$ cat config.mk
export PLATFORM = sky130hd
export DESIGN_NAME = qos_config_bank
export DESIGN_NICKNAME = d
export VERILOG_FILES = /design/src/rtl/qos_config_bank.sv
export SDC_FILE = /design/constraint.sdc
export NUM_CORES = 1
export LEC_CHECK = 0
export CAP_MARGIN = 20
export CORE_ASPECT_RATIO = 0.8
export CORE_MARGIN = 2
export CORE_UTILIZATION = 41
export DETAILED_ROUTE_END_ITERATION = 7
export SYNTH_ARGS = -nofsm -noshare
export SYNTH_HDL_FRONTEND = slang
export SYNTH_SLANG_ARGS = --single-unit
export TNS_END_PERCENT = 100
$ cat constraint.sdc
create_clock -name clk -period 2.1 [get_ports clk]
set_input_delay 0.21 -clock clk [delete_from_list [all_inputs] [get_ports clk]]
set_output_delay 0.21 -clock clk [all_outputs]
set_load 0.01 [all_outputs]
$ cat src/rtl/qos_config_bank.sv
// qos_config_bank: double-buffered QoS configuration store with validated commit gated on engine idle
module qos_config_bank #(
  parameter int QUEUE_QUANTITY = 4,
  parameter int MAX_WEIGHT = 64,
  parameter int TABLE_SIZE = 8,
  parameter int MAX_MAG_UMBRAL = 16,
  parameter int TIPOS_ROUND_ROBIN = 3,
  parameter int DATA_BITS = 8,
  parameter int VERSION_BITS = 4,
  localparam int WW = $clog2(MAX_WEIGHT),
  localparam int UW = $clog2(MAX_MAG_UMBRAL),
  localparam int SW = $clog2(TIPOS_ROUND_ROBIN),
  localparam int QW = $clog2(QUEUE_QUANTITY),
  localparam int N = 3 + QUEUE_QUANTITY + 2 * TABLE_SIZE,
  localparam int AW = $clog2(N)
) (
  input  logic clk,
  input  logic rst,
  input  logic wr_valid,
  output logic wr_ready,
  input  logic [AW-1:0] wr_addr,
  input  logic [DATA_BITS-1:0] wr_data,
  output logic wr_err,
  input  logic [AW-1:0] rd_addr,
  output logic [DATA_BITS-1:0] rd_data,
  input  logic commit_req,
  input  logic commit_abort,
  input  logic engine_idle,
  output logic busy,
  output logic commit_done,
  output logic commit_err,
  output logic [VERSION_BITS-1:0] version,
  output logic [SW-1:0] seleccion_roundRobin_out,
  output logic [QUEUE_QUANTITY*WW-1:0] pesos_out,
  output logic [TABLE_SIZE*WW-1:0] pesosArbitraje_out,
  output logic [TABLE_SIZE*QW-1:0] selecciones_out,
  output logic [UW-1:0] umbral_min_out,
  output logic [UW-1:0] umbral_max_out
);
  localparam int Q = QUEUE_QUANTITY;
  localparam int T = TABLE_SIZE;
  function automatic logic [T*QW-1:0] sl_def();
    logic [T*QW-1:0] r = '0;
    for (int k = 0; k < T; k++) r[k*QW +: QW] = QW'(k % Q);
    return r;
  endfunction
  localparam logic [T*QW-1:0] SL_DEF = sl_def();
  localparam logic [Q*WW-1:0] PES_DEF = {Q{WW'(1)}};
  localparam logic [T*WW-1:0] PA_DEF = {T{WW'(1)}};
  localparam logic [UW-1:0] MAX_DEF = UW'(MAX_MAG_UMBRAL - 1);
  typedef enum logic {IDLE, PEND} state_t;
  state_t state, state_n;
  logic [SW-1:0] sh_sel;
  logic [Q*WW-1:0] sh_pes;
  logic [T*WW-1:0] sh_pa;
  logic [T*QW-1:0] sh_sl;
  logic [UW-1:0] sh_min, sh_max;
  logic [31:0] wa, ra;
  logic wr_en, addr_ok, ok, copy, unused;
  assign wa = 32'(wr_addr);
  assign ra = 32'(rd_addr);
  assign wr_ready = state == IDLE;
  assign busy = state == PEND;
  assign wr_en = wr_valid && wr_ready;
  assign addr_ok = wa < N;
  assign copy = busy && !commit_abort && engine_idle;
  assign unused = ^wr_data;
  always_comb begin
    ok = 32'(sh_sel) < TIPOS_ROUND_ROBIN && sh_min <= sh_max;
    for (int i = 0; i < Q; i++) ok = ok && |sh_pes[i*WW +: WW];
    for (int i = 0; i < T; i++) ok = ok && |sh_pa[i*WW +: WW];
  end
  always_comb state_n = state == IDLE ? (commit_req && !wr_valid && ok ? PEND : IDLE)
                                      : (commit_abort || engine_idle ? IDLE : PEND);
  always_comb begin
    rd_data = '0;
    if (ra == 0) rd_data = DATA_BITS'(sh_sel);
    for (int i = 0; i < Q; i++) if (ra == 32'(1 + i)) rd_data = DATA_BITS'(sh_pes[i*WW +: WW]);
    for (int i = 0; i < T; i++) if (ra == 32'(Q + 1 + i)) rd_data = DATA_BITS'(sh_pa[i*WW +: WW]);
    for (int i = 0; i < T; i++) if (ra == 32'(Q + T + 1 + i)) rd_data = DATA_BITS'(sh_sl[i*QW +: QW]);
    if (ra == 32'(Q + 2 * T + 1)) rd_data = DATA_BITS'(sh_min);
    if (ra == 32'(Q + 2 * T + 2)) rd_data = DATA_BITS'(sh_max);
  end
  always_ff @(posedge clk) state <= !rst ? IDLE : state_n;
  always_ff @(posedge clk) begin
    if (!rst) begin
      sh_sel <= '0;
      sh_pes <= PES_DEF;
      sh_pa <= PA_DEF;
      sh_sl <= SL_DEF;
      sh_min <= '0;
      sh_max <= MAX_DEF;
      seleccion_roundRobin_out <= '0;
      pesos_out <= PES_DEF;
      pesosArbitraje_out <= PA_DEF;
      selecciones_out <= SL_DEF;
      umbral_min_out <= '0;
      umbral_max_out <= MAX_DEF;
      version <= '0;
      wr_err <= 1'b0;
      commit_err <= 1'b0;
      commit_done <= 1'b0;
    end else begin
      wr_err <= wr_en && !addr_ok;
      commit_err <= state == IDLE && commit_req && !wr_valid && !ok;
      commit_done <= copy;
      if (wr_en) begin
        if (wa == 0) sh_sel <= wr_data[SW-1:0];
        for (int i = 0; i < Q; i++) if (wa == 32'(1 + i)) sh_pes[i*WW +: WW] <= wr_data[WW-1:0];
        for (int i = 0; i < T; i++) if (wa == 32'(Q + 1 + i)) sh_pa[i*WW +: WW] <= wr_data[WW-1:0];
        for (int i = 0; i < T; i++) if (wa == 32'(Q + T + 1 + i)) sh_sl[i*QW +: QW] <= wr_data[QW-1:0];
        if (wa == 32'(Q + 2 * T + 1)) sh_min <= wr_data[UW-1:0];
        if (wa == 32'(Q + 2 * T + 2)) sh_max <= wr_data[UW-1:0];
      end
      if (copy) begin
        seleccion_roundRobin_out <= sh_sel;
        pesos_out <= sh_pes;
        pesosArbitraje_out <= sh_pa;
        selecciones_out <= sh_sl;
        umbral_min_out <= sh_min;
        umbral_max_out <= sh_max;
        version <= version + VERSION_BITS'(1);
      end
    end
  end
endmodule

==> results of run 1 <==
cell type report:
| class | instances | area, sq um | share of cell area |
|---|---|---|---|
| clock inverters | 8 | 146 | 0.0110 |
| inverters | 9 | 33.8 | 0.00254 |
| repair buffers | 317 | 2970 | 0.223 |
| well taps | 306 | 383 | 0.0288 |
| flip-flops and latches | 204 | 4100 | 0.308 |
| clock buffers | 31 | 656 | 0.0492 |
| multi-input cells | 830 | 5030 | 0.378 |
cells by family (layout without fill, tap and decap cells):
group,after synthesis,in the layout,share of synthesized area
other,1,2,0.000403
AO/OA/AOI/OAI,222,222,0.173
multiplexers,48,48,0.0566
AND/OR/NAND/NOR,550,550,0.276
adder cells (fa/ha/maj),5,5,0.00672
flip-flops,204,204,0.439
XOR/XNOR,3,3,0.00282
buffers and inverters,97,365,0.0462
where the power goes:
part	switching [mW]	internal (mW)
registers	0.0253	3.90
logic	0.469	0.415
clock network	1.64	2.67
total	2.13	6.98
sequential cells by signal (all words and copies together), names as in the netlist:
register,count
umbral_max_out,4
busy,1
version,4
pesosArbitraje_out,48
commit_done,1
seleccion_roundRobin_out,2
sh_sl,16
wr_err,1
sh_min,4
umbral_min_out,4
sh_pa,48
selecciones_out,16
sh_sel,2
sh_pes,24
sh_max,4
commit_err,1
pesos_out,24
layout by cell type (no fill, tap or decap), types with 4 or more instances in the layout:
cell               n
a21boi_0         119
a21boi_1           8
a21oi_1           18
a21oi_2            7
a22oi_1            4
and2_1             4
buf_12            18
buf_2              6
buf_4            159
buf_6              7
bufinv_16          4
clkbuf_16         23
clkbuf_8           5
clkdlybuf4s50_1  122
dfxtp_1          190
dfxtp_2           14
ha_1               5
inv_1              8
mux2_2             4
mux2i_1           37
nand2_1          298
nand2b_1           9
nand3_1          101
nand3b_1           5
nor2_1            24
nor2b_1           38
nor3_1            11
nor3b_1            4
nor4_1             5
o211ai_1          14
o21ai_0           13
or3_1              5
or4_1              8
layer usage:
layer  global-route usage  vias up  part of all wire
li1                     -     4392                 -
met5                    0        -                 0
met3               0.0491       51             0.065
met4               0.0694        0             0.026
met2                0.387      277              0.41
met1                0.406     4279              0.50
tightest hold or removal path: cells and delay by family:
kind,cells,cell delay [ns]
simple gates,2,0.27
buf+inv,1,0.13
timing repair:
action	CTS	global route
gates resized for setup	87	21
setup buffers	14	1
endpoints found under the setup margin	8	8
hold endpoints to repair	0	0
pin swaps	18	12
cloned	2	0
how the worst max path moves through the flow:
stage,start,to,slack (ns)
global route,sh_pes[7],rd_data[1],-0.37
finish,sh_sel[1],rd_data[1],-0.34
CTS,sh_pes[7],rd_data[1],-0.36
floorplan,rd_addr[0],rd_data[1],0.33
global placement,rd_addr[1],rd_data[0],-1.07
detailed placement,rd_addr[1],rd_data[0],-1.09
==> metrics.txt, run 1 <==
die area=around 24000 sq um; Root Driver=clkbuf_16; initial antenna violation count=0; hold crit path type=in2reg; Core ar.=around 22000 sq um; final setup vio count=5; Final Max Slew Viols=0; FP Rows=just under 50; R2R cell count=8; first-pass GRT wire length=around 49000 um; synthesized flop and latch total=around 200; area grow syn2layout=43.0%; Initial Util=0.416; critical path class=reg2out; hpwl dp=roughly 23000 um; Routed Antenna Nets=0; DR DRC count=0; Setup Skew=about 0.012 ns; slowest CP cell=mux4_2; outcome=complete, but fails checks; post-synth cell types=64; delay-heaviest family, CP=multiplexers; Final period util=1.16; dpl cells=approximately 1700; Design Area, Final=~13000 sq um; Worst Path Buf+Inv=1; Area contributors post-synth=dfxtp_1, nand2_1, a21boi_0; R2R Path End=busy; Hold Crit Start=rst; VDD IR max=between 0.0004 and 0.0005 V; Post-synth top cells=nand2_1, dfxtp_1, a21boi_0; sequential share of the synthesized area=0.439; Power Total=9.11 mW; GPL Wtd Cong=around 0.92; vias per cell=between 5 and 6; Worst-path clk slew=approximately 0.060 ns; crit path max fanout=2; Num Clock Sinks=roughly 200; Core Util, Final=0.595; Critical Path AT=between 2 and 2.5 ns; Final Hold Viols=0; Routed WL=32400 um; non-filler cells, final=approximately 1700; Post-Syn Instances=1130; Filler Cell Count=around 2100; Post-synth top flop=dfxtp_1; power density over the cells=between 600 and 700 nW/um^2; setup slack, reg-to-reg=about 0.08 ns; failing checks=setup timing; Slew HR=0.480; leak pwr=between 5 and 6 nW; IO Count=between 100 and 150; Period minus WS final=about 2.4 ns; placed cell area=approximately 12000 sq um; hold path cells=3; Mapped Area=9310 sq um; total track usage=0.267; Synth top area share=0.439; count leader, synth=nand2_1; Synth area leader=dfxtp_1; CP Capture Type=output port; vias post-DR=8999; actual slew at the worst max-slew pin=0.778 ns; Post-synth EDFFs=0; Crit path depth=5; startpoint types=flip-flop; Clock Latency Late Sink=roughly 0.51 ns; CP required=approximately 1.9 ns; Hold-fix buffers, CTS=0; WHS=about 0.16 ns; ant diodes=0; TritonCTS clock tree=done; Max Root-Sink Buffers=3; Initial DRT Pass Iterations=5; Peak Freq=about 410 MHz; Min-Delay Endpoint=commit_err; RSZ-0062 raised after global routing=true; setup ws final=-0.335 ns; pre-CTS setup slack=-1.09 ns; H-tree levels=1; RR Startpoint=sh_pa[27]; global route overflow=0; max incr delay on CP=0.45 ns; Max-Cap Viols=0; nets@finish=1414; synth warn=0; die width=172 um; # port buffers=about 130; Avg Inst Size Synth=~8 sq um; Setup TNS=-0.695 ns; largest net degree at the start of global routing=between 100 and 150; Initial DRC Count=560; vias in the first global route=between 8000 and 9000; Die Y=~140 um; critical-path cell list=mux4_2 -> mux2_4 -> o211a_1 -> a211o_1 -> buf_2; share of flip-flops with an asynchronous set or reset=0; share of cells above drive strength 1=0.217; drt wl/cell=about 19 um; number of CTS-inserted buffers=23
(Power assumes the default switching activity.)
==> run 2: changes to the inputs <==
--- a/config.mk
+++ b/config.mk
@@ -9,6 +9,7 @@
 export CORE_ASPECT_RATIO = 0.8
 export CORE_MARGIN = 2
 export CORE_UTILIZATION = 41
+export CTS_CLUSTER_DIAMETER = 60
 export DETAILED_ROUTE_END_ITERATION = 7
 export SYNTH_ARGS = -nofsm -noshare
 export SYNTH_HDL_FRONTEND = slang
==> run 2 against run 1 <==
Compared with the run above:
- the run still ends with setup timing left
- clock skew increased by 0.0012 ns
- die area unchanged
- clock power fell by 0.9%
- sequential share of layout area hardly changed
- combinational power grew 0.6%
- sequential power about the same
- maximum frequency decreased by 0.42%
- total power shrank 0.39%
- critical endpoint unchanged
- largest cell class unchanged
==> metrics.txt, run 2 (synthesis results as in run 1) <==
outcome=complete, but fails checks; failing checks=setup timing; actual slew at the worst max-slew pin=about 0.75 ns; power density over the cells=681 nW/um^2; CP Capture Point=rd_data[1]; Period minus WS final=around 2.4 ns; sequential power share=0.432; Sw Ratio=0.238; Final Hold Viols=0; Initial DRC Count=around 590; Core ar.=between 20000 and 25000 sq um; Die Y=between 100 and 150 um; Critical path origin=sh_pes[7]; most frequent cells in the layout=nand2_1, dfxtp_1, buf_4, clkdlybuf4s50_1, a21boi_0; R2R cell count=8; Hold-fix buffers, CTS=0; Worst-path clk slew=roughly 0.06 ns; share of cells above drive strength 1=0.218; Max Root-Sink Buffers=3; # port buffers=between 100 and 150; DR DRC count=0; hpwl dp=23500 um; clock network power share=0.470; pre-CTS setup slack=-1.09 ns; die width=about 170 um; initial antenna violation count=0; first-pass GRT wire length=49600 um; hold crit path type=in2reg; leading cell type in the layout, fill and taps excluded=nand2_1; IO Count=approximately 140; largest registers=pesosArbitraje_out: 48 flops, sh_pa: 48 flops; area grow syn2layout=43.1%; setup slack, reg-to-reg=about 0.080 ns; vias post-DR=roughly 9000; Initial DRT Pass Iterations=5; Initial Util=0.416; WHS=~0.15 ns; Slew HR=0.499; H-tree levels=1; startpoint types=flip-flop; global route overflow=0; Int Pwr=6.91 mW; die area=23900 sq um; Routed Antenna Nets=0; CP required=1.89 ns; Peak Freq=between 400 and 500 MHz; Clock Latency Late Sink=approximately 0.51 ns; vias per cell=about 5.3; crit path max fanout=2; Num Clock Sinks=roughly 200; dpl cells=~1700; vias in the first global route=8307; R2R Path End=busy; Critical Path AT=~2.2 ns; nets@finish=1417; drt wl/cell=19.1 um; largest net degree at the start of global routing=~120; final setup vio count=5; critical path class=reg2out; leak pwr=between 5 and 6 nW; Max-Cap Viols=0; RSZ-0062 raised after global routing=true; CP Capture Type=output port; Final period util=1.16; Comb power frac=0.098; RR Startpoint=sh_pa[27]; total track usage=0.268; setup ws final=-0.345 ns; ant diodes=0; VDD IR max=between 0.0004 and 0.0005 V; GPL Wtd Cong=roughly 0.92; TritonCTS clock tree=done; Psw=approximately 2.2 mW; non-filler cells, final=1710; FP Rows=49; Final Max Slew Viols=0; Routed WL=between 30000 and 40000 um; Setup Skew=0.0127 ns; number of CTS-inserted buffers=23; Root Driver=clkbuf_16
==> run 2: how the worst min path moves through the flow <==
stage / start / to / slack, ns / depth (start not counted)
after floorplan: wr_data[0] / sh_sl[8] / 0.37 / 2
after global placement: pesos_out[19] / pesos_out[19] / 0.44 / 2
after detailed placement: pesos_out[19] / pesos_out[19] / 0.45 / 2
after CTS: rst / commit_err / 0.14 / 3
after global routing: rst / commit_err / 0.16 / 3
final: rst / commit_err / 0.15 / 3
==> run 2: routing by layer <==
metal	GRT usage	part of all wire	wire length (um)	up-vias
met5	0	0	0	-
met3	0.0431	0.063	2040	46
met4	0.0708	0.027	895	0
met2	0.389	0.42	13600	286
li1	-	-	-	4403
met1	0.410	0.49	16100	4269
==> run 2: area by class of cell <==
type	count	area [sq um]
tap	306	383
fill	2077	9050
multi-input combinational	830	5030
clock inverter	9	133
inverter	9	33.8
sequential	204	4100
timing repair buffer	320	2970
clock buffer	32	669
==> run 2: power groups by stage <==
stage          Sequential [mW]  Clock (mW)  Combinational [mW]
2_1_floorplan             4.01           0               0.394
3_3_place_gp              4.01           0               0.810
3_5_place_dp              4.01           0               0.807
4_1_cts                   3.92        4.32               0.864
5_1_grt                   3.93        4.47               0.944
6_report                  3.93        4.26               0.889
==> run 2: repair_timing <==
action / 4_1_cts / 5_1_grt
setup endpoints to repair: 8 / 8
setup buffers: 12 / 5
gates cloned: 3 / 0
pin swaps: 16 / 20
gates resized for setup: 84 / 24
==> run 2: worst max-delay path: stages (launching register included) <==
cell     delay (ns)
dfxtp_2        0.34
mux4_2         0.45
mux2_4         0.31
o211a_1        0.23
a211o_1        0.25
buf_2          0.15
==> run 2: through the flow <==
stage / total power [mW] / cell area [sq um] / util / TNS (ns)
after floorplan: 4.41 / 9320 / - / 0
after global placement: 4.82 / 12100 / 0.542 / -5.31
after detailed placement: 4.82 / 12100 / 0.542 / -5.28
after global routing: 9.34 / 13300 / 0.595 / -0.916
final: 9.08 / 13300 / 0.595 / -0.735
after CTS: 9.11 / 13200 / 0.590 / -0.906
